**src/rtl/logic_alu_pkg.sv**
```systemverilog
// Shared opcode and state encodings for the sequential logic ALU.
// Imported by the bitwise datapath and the sequencing top level.
package logic_alu_pkg;

    typedef enum logic [2:0] {
        OP_NOT  = 3'b000,
        OP_AND  = 3'b001,
        OP_OR   = 3'b010,
        OP_XOR  = 3'b011,
        OP_NAND = 3'b100,
        OP_NOR  = 3'b101,
        OP_ROL  = 3'b110,
        OP_ROR  = 3'b111
    } op_e;

    typedef enum logic {
        IDLE = 1'b0,
        ROT  = 1'b1
    } state_e;

    function automatic logic is_rotate(op_e op);
        return (op == OP_ROL) || (op == OP_ROR);
    endfunction

endpackage

```
**src/rtl/logic_alu_seq_if.sv**
```systemverilog
// Request/response bundle of the sequential logic ALU.
// The requester uses the master view; the ALU uses the slave view.
interface logic_alu_seq_if #(
    parameter int WIDTH = 4
);

    logic             en;
    logic [2:0]       op;
    logic [WIDTH-1:0] Rd1;
    logic [WIDTH-1:0] Rd2;
    logic [WIDTH-1:0] result;
    logic             zero;
    logic             busy;
    logic             done;

    modport master (
        output en, op, Rd1, Rd2,
        input  result, zero, busy, done
    );

    modport slave (
        input  en, op, Rd1, Rd2,
        output result, zero, busy, done
    );

endinterface

```
**src/rtl/logic_alu_comb.sv**
```systemverilog
// Single-cycle bitwise datapath of the logic ALU.
// Rotate opcodes pass operand a through, which is the zero-amount rotate result.
module logic_alu_comb
    import logic_alu_pkg::*;
#(
    parameter int WIDTH = 4
) (
    input  logic [WIDTH-1:0] a,
    input  logic [WIDTH-1:0] b,
    input  op_e              op,
    output logic [WIDTH-1:0] y
);

    // NOTE: y gets a value on every path, including the default arm, so no latch is inferred.
    always_comb begin
        y = a;
        case (op)
            OP_NOT:  y = ~a;
            OP_AND:  y = a & b;
            OP_OR:   y = a | b;
            OP_XOR:  y = a ^ b;
            OP_NAND: y = ~(a & b);
            OP_NOR:  y = ~(a | b);
            default: y = a;
        endcase
    end

endmodule

```
**src/rtl/logic_alu_seq.sv**
```systemverilog
// Sequential logic ALU: bitwise ops complete in one cycle, rotates take one
// cycle per bit position. result/zero only move together with the done pulse.
module logic_alu_seq
    import logic_alu_pkg::*;
#(
    parameter int WIDTH = 4  // power of two, at least 2
) (
    input logic            clk,
    input logic            rst,
    logic_alu_seq_if.slave bus
);

    localparam int CW = $clog2(WIDTH);

    state_e           state_q, state_d;
    logic [CW-1:0]    cnt_q, cnt_d;
    logic [WIDTH-1:0] work_q, work_d;
    logic             left_q, left_d;
    logic [WIDTH-1:0] alu_y;
    logic [WIDTH-1:0] rot_val;
    logic [WIDTH-1:0] load_val;
    logic             load;
    op_e              op;
    logic [CW-1:0]    amt;

    assign op  = op_e'(bus.op);
    assign amt = bus.Rd2[CW-1:0];

    logic_alu_comb #(
        .WIDTH(WIDTH)
    ) u_comb (
        .a (bus.Rd1),
        .b (bus.Rd2),
        .op(op),
        .y (alu_y)
    );

    assign rot_val = left_q ? {work_q[WIDTH-2:0], work_q[WIDTH-1]}
                            : {work_q[0], work_q[WIDTH-1:1]};

    always_comb begin
        state_d  = state_q;
        cnt_d    = cnt_q;
        work_d   = work_q;
        left_d   = left_q;
        load     = 1'b0;
        load_val = alu_y;
        case (state_q)
            IDLE: begin
                if (bus.en) begin
                    if (is_rotate(op) && (amt != '0)) begin
                        work_d  = bus.Rd1;
                        cnt_d   = amt;
                        left_d  = (op == OP_ROL);
                        state_d = ROT;
                    end else begin
                        load = 1'b1;
                    end
                end
            end
            ROT: begin
                // Request inputs are deliberately not looked at here.
                work_d = rot_val;
                cnt_d  = cnt_q - CW'(1);
                if (cnt_q == CW'(1)) begin
                    load     = 1'b1;
                    load_val = rot_val;
                    state_d  = IDLE;
                end
            end
            default: state_d = IDLE;
        endcase
    end

    // NOTE: sequential state uses non-blocking assignments so every register samples pre-edge values.
    always_ff @(posedge clk) begin
        if (rst) state_q <= IDLE;
        else     state_q <= state_d;
    end

    always_ff @(posedge clk) begin
        if (rst) begin
            cnt_q  <= '0;
            work_q <= '0;
            left_q <= 1'b0;
        end else begin
            cnt_q  <= cnt_d;
            work_q <= work_d;
            left_q <= left_d;
        end
    end

    // Reset also kills an in-flight rotate, so it can never reach done.
    always_ff @(posedge clk) begin
        if (rst) begin
            bus.result <= '0;
            bus.zero   <= 1'b0;
            bus.done   <= 1'b0;
        end else begin
            bus.done <= load;
            if (load) begin
                bus.result <= load_val;
                bus.zero   <= (load_val == '0);
            end
        end
    end

    assign bus.busy = (state_q == ROT);

endmodule

```
**src/flat_wrapper.sv**
```systemverilog
// flat-port wrapper written by rule: the top's interface ports become plain ports
module logic_alu_seq_flat import logic_alu_pkg::*;
#(
    parameter int WIDTH = 4                             
)
  (clk, rst, bus_en, bus_op, bus_Rd1, bus_Rd2, bus_result, bus_zero, bus_busy, bus_done);
  logic_alu_seq_if #(.WIDTH(WIDTH)) bus_i ();
  input logic clk;
  input logic rst;
  input wire logic [$bits(bus_i.en)-1:0] bus_en;
  input wire logic [$bits(bus_i.op)-1:0] bus_op;
  input wire logic [$bits(bus_i.Rd1)-1:0] bus_Rd1;
  input wire logic [$bits(bus_i.Rd2)-1:0] bus_Rd2;
  output wire logic [$bits(bus_i.result)-1:0] bus_result;
  output wire logic [$bits(bus_i.zero)-1:0] bus_zero;
  output wire logic [$bits(bus_i.busy)-1:0] bus_busy;
  output wire logic [$bits(bus_i.done)-1:0] bus_done;
  assign bus_i.en = bus_en;
  assign bus_i.op = bus_op;
  assign bus_i.Rd1 = bus_Rd1;
  assign bus_i.Rd2 = bus_Rd2;
  assign bus_result = bus_i.result;
  assign bus_zero = bus_i.zero;
  assign bus_busy = bus_i.busy;
  assign bus_done = bus_i.done;
  logic_alu_seq #(.WIDTH(WIDTH)) u_core (.clk(clk), .rst(rst), .bus(bus_i));
endmodule
```
**config.mk**
```make
export PLATFORM = sky130hd
export DESIGN_NAME = logic_alu_seq_flat
export DESIGN_NICKNAME = d
export VERILOG_FILES = /design/src/rtl/logic_alu_pkg.sv /design/src/rtl/logic_alu_seq_if.sv /design/src/rtl/logic_alu_comb.sv /design/src/rtl/logic_alu_seq.sv /design/src/flat_wrapper.sv
export SDC_FILE = /design/constraint.sdc
export NUM_CORES = 1
export LEC_CHECK = 0
export ABC_AREA = 1
export BUFFER_PORTS_ARGS = -buffer_cell sky130_fd_sc_hd__buf_2
export CAP_MARGIN = 25
export CORE_MARGIN = 4
export CORE_UTILIZATION = 30
export DETAILED_ROUTE_END_ITERATION = 16
export HOLD_SLACK_MARGIN = 0.08
export SYNTH_ARGS = -nofsm -noshare
export SYNTH_HDL_FRONTEND = slang
export SYNTH_HIERARCHICAL = 1
export SYNTH_SLANG_ARGS = --single-unit
```
**constraint.sdc**
```tcl
create_clock -name clk -period 3.39 [get_ports clk]
set_clock_uncertainty 0.05 [all_clocks]
set_input_delay 0.678 -clock clk [delete_from_list [all_inputs] [get_ports clk]]
set_output_delay 0.678 -clock clk [all_outputs]
set_load 0.02 [all_outputs]
```
# == Yosys cells after proc, flatten, opt, wreduce, memory -nomap -nowiden ==
# Index checks and enable logic that the tools add are counted.
# W data, S select, Z words.
# totals
reg_bits,14
latchBits,0
mem_bits_rw,0
mem_bits_ro,0
in_bits,14
out_inout_bits,7
wordCells,50
mem_count,0
# classes
n_addsub,1
multipliers,0
n_div,0
order_cmp,0
eq_ne,10
shifts,0
n_mux,18
bitwise_logic,7
reduce_logical,7
# ops
op,count
$pmux W4 S6,1
$mux W4,5
$eq A3 B3 Y1 const B,4
$not A4 Y4,3
$pmux W4 S2,1
$eq A3 B2 Y1 const B,2
$mux W1,6
$and A4 B4 Y4,1
$logic_not A4 Y1,1
$mux W2,2
$or A4 B4 Y4,1
$pmux W1 S2,2
$pmux W2 S2,1
$xor A4 B4 Y4,1
$eq A3 B1 Y1 const B,1
$logic_not A3 Y1,1
$reduce_and A3 Y1,1
$eq A2 B1 Y1 const B,1
$ne A2 B1 Y1 const B,1
$ne A2 B2 Y1 const B,1
$reduce_and A2 Y1,1
$reduce_bool A2 Y1,1
$sub A2 B1 Y2 const B,1
$logic_and A1 B1 Y1,1
other kinds (2),2

# == Longest topological paths before layout ==
# logic_depth
depth_word,6
depth_mapped,12
depth_no_buf,12

# == Hierarchy ==
# Netlist, hierarchy kept.
# by_module_without_submodules
module,instances,cells_per_inst,area_each_um2,seq_area_each_um2
logic_alu_seq,1,114,818.3,280.3
logic_alu_comb,1,83,485.5,0.0

# == Worst setup path after synthesis ==
# OpenSTA, ideal clock, no wires.
# synth_timing
kind,input to register
startpoint,input port bus_Rd1[0]
endpoint,register u_core.bus.zero
setup_ns,0.066
arrival_time_ns,1.609
t_required_ns,3.274
path_slack_ns,1.665
path_stages,11
path_buffers,0
cell_sequence,inv_1 -> ha_1 -> nand4_1 -> nand2_1 -> nor2_1 -> nand3_1 -> nand2_1 -> nand2_2 -> nor2_2 -> nand2_1 -> a21oi_2
# synth_via
elab_chain_len,6
elab_cells_between_ends,10
classes_between,mux: 3; bitwise: 6; reduce/logical: 1
# synth_rtl
item,line_no,text
start: declaration,flat_wrapper.sv:12,input wire logic [$bits(bus_i.Rd1)-1:0] bus_Rd1;
$or A4 B4 Y4 or $and A4 B4 Y4 (tied branches),--,
"$not A4 Y4, on equally long branches","logic_alu_comb.sv:23, logic_alu_comb.sv:22",
$pmux W4 S6 (*),logic_alu_comb.sv:17,case (op)
via u_core.alu_y[0],logic_alu_seq.sv:19,logic [WIDTH-1:0] alu_y;
$mux W4,logic_alu_seq.sv:65,if (cnt_q == CW'(1)) begin
$mux W4 (*),logic_alu_seq.sv:48,case (state_q)
$logic_not A4 Y1 (*),logic_alu_seq.sv:103,bus.zero <= (load_val == '0);
end signal: assignment,logic_alu_seq.sv:103,
end: declaration,logic_alu_seq_if.sv:23,"output result, zero, busy, done"
# Mark *: on every way through the listed nets, which the timed path passes. The rest lies on a longest branch.
# A chain may end at the register's enable or synchronous reset.

# == Worst setup path in the final report ==
# layout_timing
startpoint,"register u_core.state_q, in the netlist u_core/bus.busy"
endpoint,output port bus_busy
# layout_rtl
item,line_no,text
start: declaration,logic_alu_seq.sv:15,"state_e state_q, state_d;"
start signal: assignment,logic_alu_seq.sv:78,else state_q <= state_d;
end: declaration,flat_wrapper.sv:16,output wire logic [$bits(bus_i.busy)-1:0] bus_busy;
# No word-level cell between the ends.

==> flow_summary.yaml <==
detailed_routing:
  routed.top_layer: "met4"
  met2RoutedLength_um: 1220
  vias: 1236
  drtPass1Iterations: 4
  drt_iter0_drc: 81
  wire_per_inst_um: 10.7
  wl_met3_um: 185
  routedLengthMet1_um: 1430
  drt-total-wl_um: 2840
  ant_nets: 0
  drc: 0
  vias_per_cell: 4.65
setup_path:
  critPathArrivalTime_ns: 1.20
  critPathCaptureType: "output port"
  critPathRequiredTime_ns: 2.66
  endpoint: "bus_busy"
  slowest_stage: "dfxtp_1"
  cpPeakStageDelay_ns: 0.69
  critPathLaunch: "u_core/bus.busy"
  rrSetupSlack_ns: 2.03
  path_depth: 1
  worstPathMaxFanout: 9
  cp_cell_sequence: "buf_2"
  critPathBufInv: 1
  reg2regPathDepth: 6
  startpoint_type: "flip-flop"
  rr_endpoint: "u_core/bus.result[2]"
  r2r-start: "u_core/bus.busy"
  crit_family: "flip-flops"
  worst-setup-path-type: "reg -> out"
cells_and_area:
  n_fill_cell: 472
  multi_input_area_um2: 852
  ff_latch_area_um2: 280
  final_layout_size_suffix_gt1_share_pct: 29.2
  final_util_pct: 35.9
  syn_to_final_growth_pct: 13.2
  final_cell_mix: "nand2_1 (55), inv_1 (25), buf_2 (20)"
  final_common_cell: "nand2_1"
  antenna_cells: 0
  design_area_um2: 1480
  layout.nets: 240
floorplanning:
  placementRows: 23
  die-area_um2: 5460
  die-width_um: 73.9
  pin_count: 21
  start_util_pct: 31.7
  dieHeight_um: 73.9
  coreArea_um2: 4120
power_and_ir_drop:
  clock_power_share_pct: 33.6
  power_density_nw_per_um2: 323
  p_int_w: 0.000325
  power_w: 0.000476
  p_sw_w: 0.000152
  swShare_pct: 31.8
  combPwrFrac_pct: 27.8
  peakVddDrop_v: 0.000233
  share_seq_of_total_power_pct: 38.6
  cellLeakagePower_nw: 0.727
synth:
  syn_area_um2: 1300
  ys_ff_latch: 14
  syn_inst: 197
  ys_seq_area_share_pct: 21.5
  synth_warnings: 6
  ys_top_cells_by_area: "dfxtp_1 (21%), nand2_1 (16%), ha_1 (8.6%)"
  synth.distinct_cells: 29
  syn_area_per_cell_um2: 6.62
  syn_nets: 220
  netlist.area_leader.share_pct: 21.5
  yosysTopAreaCell: "dfxtp_1"
timing:
  tightest_slew_ns: 0.581
  rsz0062_at_grt: "false"
  slew_violations: 0
  setup_viol: 0
  fin_tns_setup_ns: 0
  min_period_over_period_pct: 57.0
  fmax_ghz: 0.518
  hold_slack_ns: 0.410
  post-route-min-period_ns: 1.93
  slew_headroom_pct: 61.2
  hold_violations: 0
clocking:
  h-tree-depth: 1
  cts_setup_buffers: 0
  cts-root-buf: "clkbuf_8"
  max-clock-path-buffers: 2
  hold_buffers: 0
  cts.sinks: 14
  cts_resized: 0
  cts_made_buffers: 3
  cts_tree: "built"
  worstSkewPairLatency_ns: 0.24
  cts.reportedPaths.clkPinSlew_ns: 0.06
placed_design:
  place.gp.congestion: 0.799
  port_buffers: 20
  hpwlAfterDp_um: 2320
  place_area_um2: 1420
global_routing:
  grtUsageTotal_pct: 11.1
  grt_pass1_vias: 1167
  grt_overflow: 0
  grt_max_degree: 14
  grt_pass1_wl_um: 4890
  antenna_found_initial: 0
flow_run:
  cap_viol_max_count: 0
run_status:
  status: "completed"
min_path:
  hold_path.class: "reg -> reg"
## flip-flops by register name, indices dropped and copies added, names as in the netlist
signal             count
u_core/bus.zero        1
u_core/bus.busy        1
u_core/bus.result      4
u_core/bus.done        1
u_core/work_q          4
u_core/cnt_q           2
u_core/left_q          1
## power groups by stage
| stage | Clock (W) | Combinational, W | Sequential (W) |
|---|---|---|---|
| 6_report | 0.000160 | 0.000133 | 0.000184 |
| 4_1_cts | 0.000165 | 0.000134 | 0.000184 |
| 3_3_place_gp | 0 | 0.000134 | 0.000188 |
| 2_1_floorplan | 0 | 0.0000953 | 0.000192 |
| 5_1_grt | 0.000170 | 0.000151 | 0.000185 |
| 3_5_place_dp | 0 | 0.000134 | 0.000187 |
## synth_stat cells
cell type and number:
o21ai_1 5, inv_4 2, ha_1 9, nor2_4 4, dfxtp_1 14, a21oi_4 1, nand4_1 8, nor3_2 1
o21ai_2 2, nor3_1 1, inv_2 4, nor2_1 8, nand3_2 1, nand2_2 15, nor2_8 1, nand3_1 16
clkinv_2 1, inv_1 25, nor2_2 3, a21oi_2 2, buf_4 1, clkbuf_1 1, buf_6 3, nand2_8 1
nand2_4 1, a21oi_1 9, nand2_1 55, o21ai_0 2, a211oi_1 1
## layer usage
layer  global-route usage, %  vias up
met2                    17.2       31
met3                    3.42        2
met5                       0        -
met4                    1.21        0
met1                    15.7      543
li1                        -      660
## layout make-up
cell class                 count  share of cell area, %
tap                           50                   4.24
clock buffer                   4                   3.73
timing repair buffer          20                   6.78
multi-input combinational    146                   57.7
sequential                    14                   19.0
inverter                      32                   8.56
## kinds of logic after synthesis
| logic type | share of synthesized area (%) |
|---|---|
| adders and majority gates | 8.64 |
| DFF | 21.5 |
| buffers and inverters | 13.1 |
| AOI/OAI and AO/OA | 10.7 |
| and+or+nand+nor | 46.1 |
## how the worst min path moves through the flow
stage                                    start                    to  slack [ns]  cells after the start
after floorplan               u_core/work_q[3]      u_core/work_q[3]        0.41                      2
after global placement    u_core/bus.result[1]  u_core/bus.result[1]        0.41                      2
after detailed placement  u_core/bus.result[1]  u_core/bus.result[1]        0.40                      2
after CTS                 u_core/bus.result[1]  u_core/bus.result[1]        0.41                      2
after global routing      u_core/bus.result[2]  u_core/bus.result[2]        0.43                      2
final                     u_core/bus.result[1]  u_core/bus.result[1]        0.41                      2
## through the flow
stage                     cells  setup slack (ns)
after CTS                   266              1.45
after detailed placement    262              1.37
after global placement      262              1.37
after global routing        266              1.41
final                       266              1.46
after floorplan             197              1.66
Power figures use the tool's default switching activity.
